### src/rtl/bcd_xs3_serial_conv_if.sv
// Handshake bundle for bcd_xs3_serial_conv: input word channel plus result channel.
// Optional per-digit error mask when BCDX3_ERR_MASK_EN is defined.
interface bcd_xs3_serial_conv_if #(
  parameter int DIGITS = 4
);
  localparam int DW = 4 * DIGITS;

  logic          in_valid;
  logic          in_ready;
  logic [DW-1:0] in_data;
  logic          in_dir;
  logic          out_valid;
  logic          out_ready;
  logic [DW-1:0] out_data;
  logic          out_err;

`ifdef BCDX3_ERR_MASK_EN
  logic [DIGITS-1:0] out_err_mask;

  modport slave (
    input  in_valid, in_data, in_dir, out_ready,
    output in_ready, out_valid, out_data, out_err, out_err_mask
  );
  modport master (
    output in_valid, in_data, in_dir, out_ready,
    input  in_ready, out_valid, out_data, out_err, out_err_mask
  );
`else
  modport slave (
    input  in_valid, in_data, in_dir, out_ready,
    output in_ready, out_valid, out_data, out_err
  );
  modport master (
    output in_valid, in_data, in_dir, out_ready,
    input  in_ready, out_valid, out_data, out_err
  );
`endif
endinterface

### src/rtl/bcd_xs3_serial_conv.sv
// Digit-serial bidirectional BCD <-> Excess-3 converter, one digit per cycle, LS digit first.
// Optional feature macro: BCDX3_ERR_MASK_EN adds a per-digit invalid-code mask.
module bcd_xs3_serial_conv #(
  parameter int DIGITS = 4
) (
  input  logic                      clk,
  input  logic                      rst_n,
  bcd_xs3_serial_conv_if.slave      bus,
  output logic                      busy
);
  localparam int DW = 4 * DIGITS;
  localparam int IW = (DIGITS > 1) ? $clog2(DIGITS) : 1;

  typedef enum logic [1:0] {IDLE, CONV, HOLD} state_t;

  state_t        r_state;
  state_t        w_next;
  logic [IW-1:0] r_idx;
  logic [DW-1:0] r_word;
  logic [DW-1:0] r_data;
  logic          r_dir;
  logic [3:0]    w_digit;
  logic [3:0]    w_conv;
  logic          w_bad;
  logic          w_accept;
  logic          w_last;

`ifdef BCDX3_ERR_MASK_EN
  logic [DIGITS-1:0] r_mask;
`else
  logic              r_err;
`endif

  assign w_accept = bus.in_valid && (r_state == IDLE);
  assign w_last   = (r_idx == IW'(DIGITS - 1));

  // NOTE: every variable written in always_comb gets a default first, so no path can infer a latch.
  always_comb begin
    w_digit = '0;
    for (int i = 0; i < DIGITS; i++) begin
      if (r_idx == IW'(i)) w_digit = r_word[4*i +: 4];
    end
  end

  // Invalid digits still wrap modulo 16; they are flagged, never saturated.
  always_comb begin
    if (r_dir) begin
      w_conv = w_digit - 4'd3;
      w_bad  = (w_digit < 4'd3) || (w_digit > 4'd12);
    end else begin
      w_conv = w_digit + 4'd3;
      w_bad  = (w_digit > 4'd9);
    end
  end

  always_comb begin
    w_next        = r_state;
    bus.in_ready  = 1'b0;
    bus.out_valid = 1'b0;
    busy          = 1'b0;
    unique case (r_state)
      IDLE: begin
        bus.in_ready = 1'b1;
        if (w_accept) w_next = CONV;
      end
      CONV: begin
        busy = 1'b1;
        if (w_last) w_next = HOLD;
      end
      HOLD: begin
        busy          = 1'b1;
        bus.out_valid = 1'b1;
        if (bus.out_ready) w_next = IDLE;
      end
      default: w_next = IDLE;
    endcase
  end

  // NOTE: sequential state uses non-blocking assignments so every register samples pre-edge values.
  always_ff @(posedge clk or negedge rst_n) begin
    if (!rst_n) r_state <= IDLE;
    else        r_state <= w_next;
  end

  always_ff @(posedge clk or negedge rst_n) begin
    if (!rst_n) begin
      r_idx  <= '0;
      r_word <= '0;
      r_dir  <= 1'b0;
      r_data <= '0;
`ifdef BCDX3_ERR_MASK_EN
      r_mask <= '0;
`else
      r_err  <= 1'b0;
`endif
    end else if (w_accept) begin
      r_word <= bus.in_data;
      r_dir  <= bus.in_dir;
      r_idx  <= '0;
`ifdef BCDX3_ERR_MASK_EN
      r_mask <= '0;
`else
      r_err  <= 1'b0;
`endif
    end else if (r_state == CONV) begin
      for (int i = 0; i < DIGITS; i++) begin
        if (r_idx == IW'(i)) begin
          r_data[4*i +: 4] <= w_conv;
`ifdef BCDX3_ERR_MASK_EN
          r_mask[i]        <= w_bad;
`endif
        end
      end
`ifndef BCDX3_ERR_MASK_EN
      r_err <= r_err | w_bad;
`endif
      if (!w_last) r_idx <= r_idx + 1'b1;
    end
  end

  assign bus.out_data = r_data;
`ifdef BCDX3_ERR_MASK_EN
  assign bus.out_err      = |r_mask;
  assign bus.out_err_mask = r_mask;
`else
  assign bus.out_err      = r_err;
`endif

endmodule

### src/flat_wrapper.sv
// flat-port wrapper written by rule: the top's interface ports become plain ports
module bcd_xs3_serial_conv_flat 
#(
  parameter int DIGITS = 4
)
  (clk, rst_n, busy, bus_in_valid, bus_in_data, bus_in_dir, bus_out_ready, bus_in_ready, bus_out_valid, bus_out_data, bus_out_err);
  bcd_xs3_serial_conv_if #(.DIGITS(DIGITS)) bus_i ();
  input  logic clk;
  input  logic rst_n;
  output logic busy;
  input wire logic [$bits(bus_i.in_valid)-1:0] bus_in_valid;
  input wire logic [$bits(bus_i.in_data)-1:0] bus_in_data;
  input wire logic [$bits(bus_i.in_dir)-1:0] bus_in_dir;
  input wire logic [$bits(bus_i.out_ready)-1:0] bus_out_ready;
  output wire logic [$bits(bus_i.in_ready)-1:0] bus_in_ready;
  output wire logic [$bits(bus_i.out_valid)-1:0] bus_out_valid;
  output wire logic [$bits(bus_i.out_data)-1:0] bus_out_data;
  output wire logic [$bits(bus_i.out_err)-1:0] bus_out_err;
  assign bus_i.in_valid = bus_in_valid;
  assign bus_i.in_data = bus_in_data;
  assign bus_i.in_dir = bus_in_dir;
  assign bus_i.out_ready = bus_out_ready;
  assign bus_in_ready = bus_i.in_ready;
  assign bus_out_valid = bus_i.out_valid;
  assign bus_out_data = bus_i.out_data;
  assign bus_out_err = bus_i.out_err;
  bcd_xs3_serial_conv #(.DIGITS(DIGITS)) u_core (.clk(clk), .rst_n(rst_n), .bus(bus_i), .busy(busy));
endmodule
### config.mk
export PLATFORM = sky130hd
export DESIGN_NAME = bcd_xs3_serial_conv_flat
export DESIGN_NICKNAME = d
export VERILOG_FILES = /design/src/rtl/bcd_xs3_serial_conv_if.sv /design/src/rtl/bcd_xs3_serial_conv.sv /design/src/flat_wrapper.sv
export SDC_FILE = /design/constraint.sdc
export NUM_CORES = 1
export LEC_CHECK = 0
export BUFFER_PORTS_ARGS = -buffer_cell sky130_fd_sc_hd__buf_2
export CAP_MARGIN = 15
export CORE_MARGIN = 2
export CORE_UTILIZATION = 40
export DETAILED_ROUTE_END_ITERATION = 6
export SETUP_SLACK_MARGIN = 0.15
export SLEW_MARGIN = 30
export SYNTH_ARGS = -nofsm -noshare
export SYNTH_HDL_FRONTEND = slang
export SYNTH_SLANG_ARGS = --single-unit
### constraint.sdc
create_clock -name clk -period 3.3 [get_ports clk]
set_input_delay 0.33 -clock clk [delete_from_list [all_inputs] [get_ports clk]]
set_output_delay 0.33 -clock clk [all_outputs]
set_load 0.01 [all_outputs]
==> reports/metrics.csv, run 1 <==
stage,metric,value,unit
floorplan,initial cell density of the core,42.0,%
pwr,VDD IR max,0.000390,V
grt,first-pass GRT wire length,6.14,mm
timing,TNS Setup,0,ns
cts,CTS root buffer,clkbuf_8,
worst_setup_path,r2r startpoint,u_core.r_idx[1],
yosys,Mapped Cells,161,
yosys,synth top area cells,"dfrtp_1, mux2_2, ha_1",
pwr,Leak,1.05,nW
finish,final net count,236,
floorplan,floorplan row count,24,
finish,Filler cells,421,
yosys,Mapped Area,0.00185,mm²
drt,Initial DRT Pass Iterations,4,
drt,Vias,1316,
timing,crit share post-route,77.4,%
timing,slack of the critical path,0.747,ns
floorplan,core area,0.00441,mm²
cts,Setup Buffers After CTS,0,
placement,DPL Wire Length,2.80,mm
worst_setup_path,Worst EP arrival,2.73,ns
worst_setup_path,crit path capture type,register,
status,violated checks,hold timing,
cts,CTS Sinks,38,
grt,pin count of the biggest net entering global routing,39,
yosys,Synth top area share,51.4,%
yosys,register bit total from synthesis,38,
floorplan,IO Pins,41,
yosys,sequential fraction of the synthesis area,51.4,%
cts,post_cts resized,0,
cts,CTS tree,built,
yosys,"FFs w/ async S/R, synth",100,%
drt,ANT nets after route,0,
finish,Syn-to-layout area delta,17.6,%
placement,Final GP Congestion,0.842,
drt,DR WL/cell,14.0,µm
timing,RSZ-0062 raised after global routing,no,
timing,hold slack,-0.00789,ns
yosys,synthesized area per cell,11.5,µm²
yosys,synthesis warning total,0,
job,max cap viols,0,
worst_setup_path,Worst Path Max Fanout,9,
timing,Fin. Hold Viols,6,
grt,total track usage,15.4,%
worst_hold_path,Hold Crit Class,in -> async,
worst_setup_path,crit path launch,u_core.r_idx[1],
grt,GRT Residual Overflow,0,
grt,vias in the first global route,1301,
status,outcome,finished with violations,
yosys,Synth area leader,dfrtp_1,
timing,"Min Clock Period, post-route",2.55,ns
pwr,pwr dens,1060,mW/mm²
placement,port bufs,40,
yosys,ys flop type,dfrtp_1,
yosys,"count leader, synth",dfrtp_1,
yosys,unique cell type count in the Yosys netlist,30,
cts,CTS Hold Bufs,0,
cts,clk buf depth,2,
pwr,overall power,2.30,mW
timing,f_max,0.392,GHz
floorplan,Die X-Extent,72.0,µm
timing,Fin Clk Skew,0.00229,ns
floorplan,die area,0.00519,mm²
finish,ANT cells,0,
cts,"Clk pin slew, worst setup/hold paths",0.07,ns
cts,CTS HTree Levels,2,
drt,Total Routed Length,3.59,mm
timing,setup violators final,0,
yosys,syn_nets,192,
finish,fraction of layout cells with a size suffix above 1,36.1,%
floorplan,height of the die,72.0,µm
worst_setup_path,Worst Setup Start Kind,register,
timing,Slew HR,66.5,%
timing,Worst Tran Pin Value,0.502,ns
drt,Iter 0 DRT Violations,50,
grt,initial antenna violation count,0,
yosys,Post-synth EDFFs,0,
drt,vias per cell,5.12,
worst_setup_path,CP Class,reg -> reg,
cts,insertion delay of the later-clocked pin in the worst-skew pair,0.29,ns
timing,"Slew Viols, Final",0,
yosys,list of most frequent post-synthesis cells,"dfrtp_1, mux2_2, nand2_1, o21ai_0, ha_1",
placement,pre-CTS WS,0.768,ns
cts,clock buffer count from CTS,5,
worst_setup_path,Crit path required time,3.47,ns
drt,Post-route DRC,0,
[cell usage in the layout, fill, tap and decap left out, drive strengths merged]
master   Yosys  routed
mux2i        2       2
nor3b        2       2
a22oi        1       1
a211o        1       1
or2b         1       1
a2111oi      1       1
mux2        22      22
o21ai       17      17
nand3        3       3
nor2         7       7
or2          1       1
nor3         1       1
a211oi       3       3
and3b        1       1
dfrtp       38      38
a221o        1       1
xnor2        3       3
inv          9       9
xor2         1       1
clkbuf       4       7
nor2b        2       2
o41ai        1       1
nand2       17      17
nand3b       2       2
a2bb2oi      1       1
buf          0      41
a21oi        9       9
ha          10      10
[cells by family after synthesis]
family                   share of synthesized area, %
XOR/XNOR                                         1.89
AO/OA/AOI/OAI                                    12.4
flip-flops                                       51.4
AND/OR/NAND/NOR                                  9.86
adder cells (fa/ha/maj)                          6.76
buffers and inverters                            3.24
multiplexers                                     14.5
[per-layer routing]
layer  vias to the layer above  global-route usage [%]  part of all wire, %  wire length (µm)
li1                        644                       -                    -                 -
met1                       632                    18.7                   45              1610
met2                        33                    25.0                   47              1710
met3                         7                    4.31                  5.6               201
met4                         0                    8.18                  2.0                73
met5                         -                       0                    0                 0
[worst paths after layout]
check	endpoint	slack, ns	depth (start not counted)
min reg2reg	u_core.bus.out_data[8]	0.47	2
max in group asynchronous	u_core.r_state[0]	2.97	1
min in group clk	u_core.r_word[2]	0.27	2
max	u_core.bus.out_data[5]	0.75	9
max reg2reg	u_core.bus.out_data[5]	0.75	9
min	u_core.bus.out_data[15]	-0.008	1
[layout make-up]
cell class	count	area (µm²)	area share, %
Clock buffer	7	76.3	3.51
Inverter	9	33.8	1.55
Multi-Input combinational cell	110	841	38.6
Sequential cell	38	951	43.7
Tap cell	52	65.1	2.99
Timing Repair Buffer	41	210	9.66
[worst max-delay path: stages, from the launching register on]
cell and delay [ns]:
dfrtp_1 0.40, inv_1 0.10, ha_1 0.36, and3b_2 0.27, a2111oi_4 0.38, or2_2 0.19, ha_1 0.22, nand2_1 0.06
o21ai_0 0.15, mux2_2 0.30
[flip-flops by register name, indices dropped and copies added (netlist names)]
name,flops
u_core.bus.out_err,1
u_core.r_idx,2
u_core.r_state,2
u_core.bus.out_data,16
u_core.r_word,16
u_core.r_dir,1
[where the power goes]
| part | leakage (nW) | total (mW) | switching, mW | internal, mW |
|---|---|---|---|---|
| Clock | 0.0383 | 0.290 | 0.145 | 0.145 |
| Sequential | 0.463 | 0.844 | 0.150 | 0.694 |
| Combinational | 0.548 | 1.17 | 0.623 | 0.543 |
| Total | 1.05 | 2.30 | 0.918 | 1.38 |
[through the flow]
step	area (µm²)	instances	hold WS (ns)	util, %
floorplan	1850	161	0.0344	-
global placement	2100	250	0.448	47.5
detailed placement	2100	250	0.465	47.5
CTS	2170	257	0.159	49.3
global route	2180	257	0.0299	49.3
finish	2180	257	-0.00789	49.3
Power figures use the tool's default switching activity.
==> inputs of run 2 (changes only) <==
==> constraint.sdc (replaced) <==
create_clock -name clk -period 2.54 [get_ports clk]
set_input_delay 0.254 -clock clk [delete_from_list [all_inputs] [get_ports clk]]
set_output_delay 0.254 -clock clk [all_outputs]
set_load 0.01 [all_outputs]
==> run 2 against run 1 <==
Effect of this change: the run now ends clean; via count up 3.9%; highest routed layer unchanged; sequential share of layout area down 1.5 points; sequential power up 32%; combinational power up 40%; worst setup slack worse by 0.50 ns; maximum frequency up 11%; hold slack better by 0.070 ns; utilization up 1.8 points; cell count up 2.3%; register-to-register slack worse by 0.50 ns.
==> reports/metrics.csv, run 2 (synthesized netlist as in run 1, its figures left out) <==
stage,metric,value,unit,change
status,outcome,finished clean,,was finished with violations
timing,setup violators final,0,,unchanged
cts,clk buf depth,2,,unchanged
finish,"Core Util, Final",51.1,%,was 49.3%
timing,"Slew Viols, Final",0,,unchanged
grt,vias in the first global route,1341,,was 1301
pwr,Clock Power Share,13.3,%,was 12.6%
floorplan,IO Pins,41,,unchanged
drt,DR WL/cell,14.9,µm,was 14.0 µm
cts,CTS HTree Levels,2,,unchanged
drt,Initial DRT Pass Iterations,4,,unchanged
timing,"Min Clock Period, post-route",2.29,ns,was 2.55 ns
finish,fraction of layout cells with a size suffix above 1,40.3,%,was 36.1%
timing,slack of the critical path,0.245,ns,was 0.747 ns
worst_setup_path,Worst Setup Start Kind,register,,unchanged
cts,CTS Hold Bufs,0,,unchanged
pwr,pwr dens,1410,mW/mm²,was 1060 mW/mm²
finish,Syn-to-layout area delta,21.8,%,was 17.6%
cts,insertion delay of the later-clocked pin in the worst-skew pair,0.29,ns,about the same
timing,Slew HR,44.8,%,was 66.5%
pwr,combinational cell fraction of total power,51.8,%,was 50.7%
drt,Total Routed Length,3.92,mm,was 3.59 mm
cts,CTS root buffer,clkbuf_8,,unchanged
worst_setup_path,buffer and inverter count on the worst path,1,,unchanged
cts,"Clk pin slew, worst setup/hold paths",0.08,ns,was 0.07 ns
pwr,VDD IR max,0.000532,V,was 0.000390 V
pwr,Sw Share,40.3,%,was 39.9%
floorplan,core area,0.00441,mm²,unchanged
timing,crit share post-route,90.3,%,was 77.4%
drt,Iter 0 DRT Violations,66,,was 50
floorplan,initial cell density of the core,42.0,%,unchanged
floorplan,Die X-Extent,72.0,µm,unchanged
worst_setup_path,Reg2Reg Depth,11,,was 9
worst_setup_path,CP top delay family,simple AND/OR/NAND/NOR gates,,was adder cells
worst_setup_path,CP max-delay cell,dfrtp_1,,unchanged
job,max cap viols,0,,unchanged
pwr,Leak,1.09,nW,was 1.05 nW
pwr,P_int,1.90,mW,was 1.38 mW
placement,port bufs,40,,unchanged
grt,pin count of the biggest net entering global routing,39,,unchanged
pwr,sequential share of power,34.9,%,was 36.7%
worst_setup_path,Crit path required time,2.71,ns,was 3.47 ns
drt,Post-route DRC,0,,unchanged
placement,pre-CTS WS,0.0807,ns,was 0.768 ns
grt,initial antenna violation count,0,,unchanged
floorplan,height of the die,72.0,µm,unchanged
grt,first-pass GRT wire length,6.49,mm,was 6.14 mm
placement,Final GP Congestion,0.844,,was 0.842
finish,final net count,241,,was 236
pwr,overall power,3.18,mW,was 2.30 mW
worst_setup_path,CP Cell Sequence,"inv_1, ha_1, or2b_2, mux2i_1, or2_4, ha_1, nor2_1, nor2_1, nor2_1, o41ai_1, nor2_1",,"was inv_1, ha_1, and3b_2, a2111oi_4, or2_2, ha_1, nand2_1, o21ai_0, mux2_2"
drt,Vias,1367,,was 1316
worst_setup_path,CP max stage delay,0.40,ns,about the same
timing,f_max,0.436,GHz,was 0.392 GHz
drt,ANT nets after route,0,,unchanged
timing,TNS Setup,0,ns,unchanged
grt,GRT Residual Overflow,0,,unchanged
worst_hold_path,Hold Crit Class,in -> async,,unchanged
drt,vias per cell,5.20,,was 5.12
timing,Worst Tran Pin Value,0.828,ns,was 0.502 ns
cts,CTS Sinks,38,,unchanged
pwr,Sw Pwr,1.28,mW,was 0.918 mW
finish,ANT cells,0,,unchanged
floorplan,floorplan row count,24,,unchanged
worst_setup_path,crit path capture type,register,,unchanged
worst_setup_path,CP Class,reg -> reg,,unchanged
worst_setup_path,Worst EP arrival,2.46,ns,was 2.73 ns
cts,CTS tree,built,,unchanged
floorplan,die area,0.00519,mm²,unchanged
finish,"most common cell after layout, fill and taps aside",buf_2,,unchanged
worst_setup_path,Crit. path cell count,11,,was 9
worst_setup_path,Worst Path Max Fanout,5,,was 9
timing,Fin. Hold Viols,0,,was 6
grt,total track usage,16.4,%,was 15.4%
placement,DPL Wire Length,2.98,mm,was 2.80 mm
finish,most frequent cells in the layout,"buf_2, dfrtp_1, mux2_2",,unchanged
timing,Fin Clk Skew,0.00861,ns,was 0.00229 ns
cts,clock buffer count from CTS,5,,unchanged
worst_setup_path,most frequent cell on the critical path,nor2_1,,was ha_1
timing,RSZ-0062 raised after global routing,yes,,was no
worst_setup_path,R2R setup slack,0.25,ns,was 0.75 ns
==> run 2: layout make-up <==
cell class | count | area [µm²]
repair buffers | 46 | 245
multi-input cells | 110 | 870
well taps | 52 | 65.1
clock buffers | 7 | 86.3
clock inverters | 1 | 5.00
inverters | 9 | 33.8
flip-flops and latches | 38 | 951
fillers | 427 | 2160
==> run 2: per-stage QoR <==
step                      area (µm²)  hold slack, ns  instances
after floorplan                 1850         -0.0416        161
final                           2260          0.0619        263
after CTS                       2220          0.0881        262
after detailed placement        2120           0.399        253
after global placement          2120           0.376        253
after global routing            2260           0.130        263
==> run 2: timing repair <==
| action | CTS | global route |
|---|---|---|
| hold endpoints to repair | 0 | 0 |
| pin swaps | 0 | 2 |
| gates resized for setup | 1 | 6 |
| setup buffers | 1 | 1 |
| setup endpoints to repair | 4 | 13 |
==> run 2: worst register-to-register path: cells and delay by family, from the launching register on <==
family / cells / cell delay (ns)
AOI/OAI and AO/OA: 1 / 0.24
adders and majority gates: 2 / 0.41
buffers and inverters: 1 / 0.09
DFF: 1 / 0.40
muxes: 1 / 0.25
and+or+nand+nor: 6 / 0.78
==> run 2: final timing paths <==
| kind | from | endpoint |
|---|---|---|
| min reg2reg | u_core.bus.out_data[2] | u_core.bus.out_data[2] |
| max reg2reg | u_core.r_idx[0] | u_core.bus.out_err |
| max | u_core.r_idx[0] | u_core.bus.out_err |
| max in group asynchronous | rst_n | u_core.r_word[2] |
| min in group clk | bus_in_data[12] | u_core.r_word[12] |
| min | rst_n | u_core.bus.out_data[15] |
==> run 2: routing by layer <==
| metal | global-route usage, % | part of all wire (%) |
|---|---|---|
| met5 | 0 | 0 |
| met4 | 7.97 | 2.1 |
| met3 | 3.75 | 5.0 |
| met2 | 25.9 | 48 |
| met1 | 21.2 | 45 |
==> run 2: power groups by stage <==
stage	clock, mW	sequential [mW]	combinational, mW
after floorplan	0	1.12	1.08
after global placement	0	1.10	1.49
after detailed placement	0	1.12	1.56
after CTS	0.433	1.10	1.59
after global routing	0.468	1.14	1.83
final	0.422	1.11	1.64
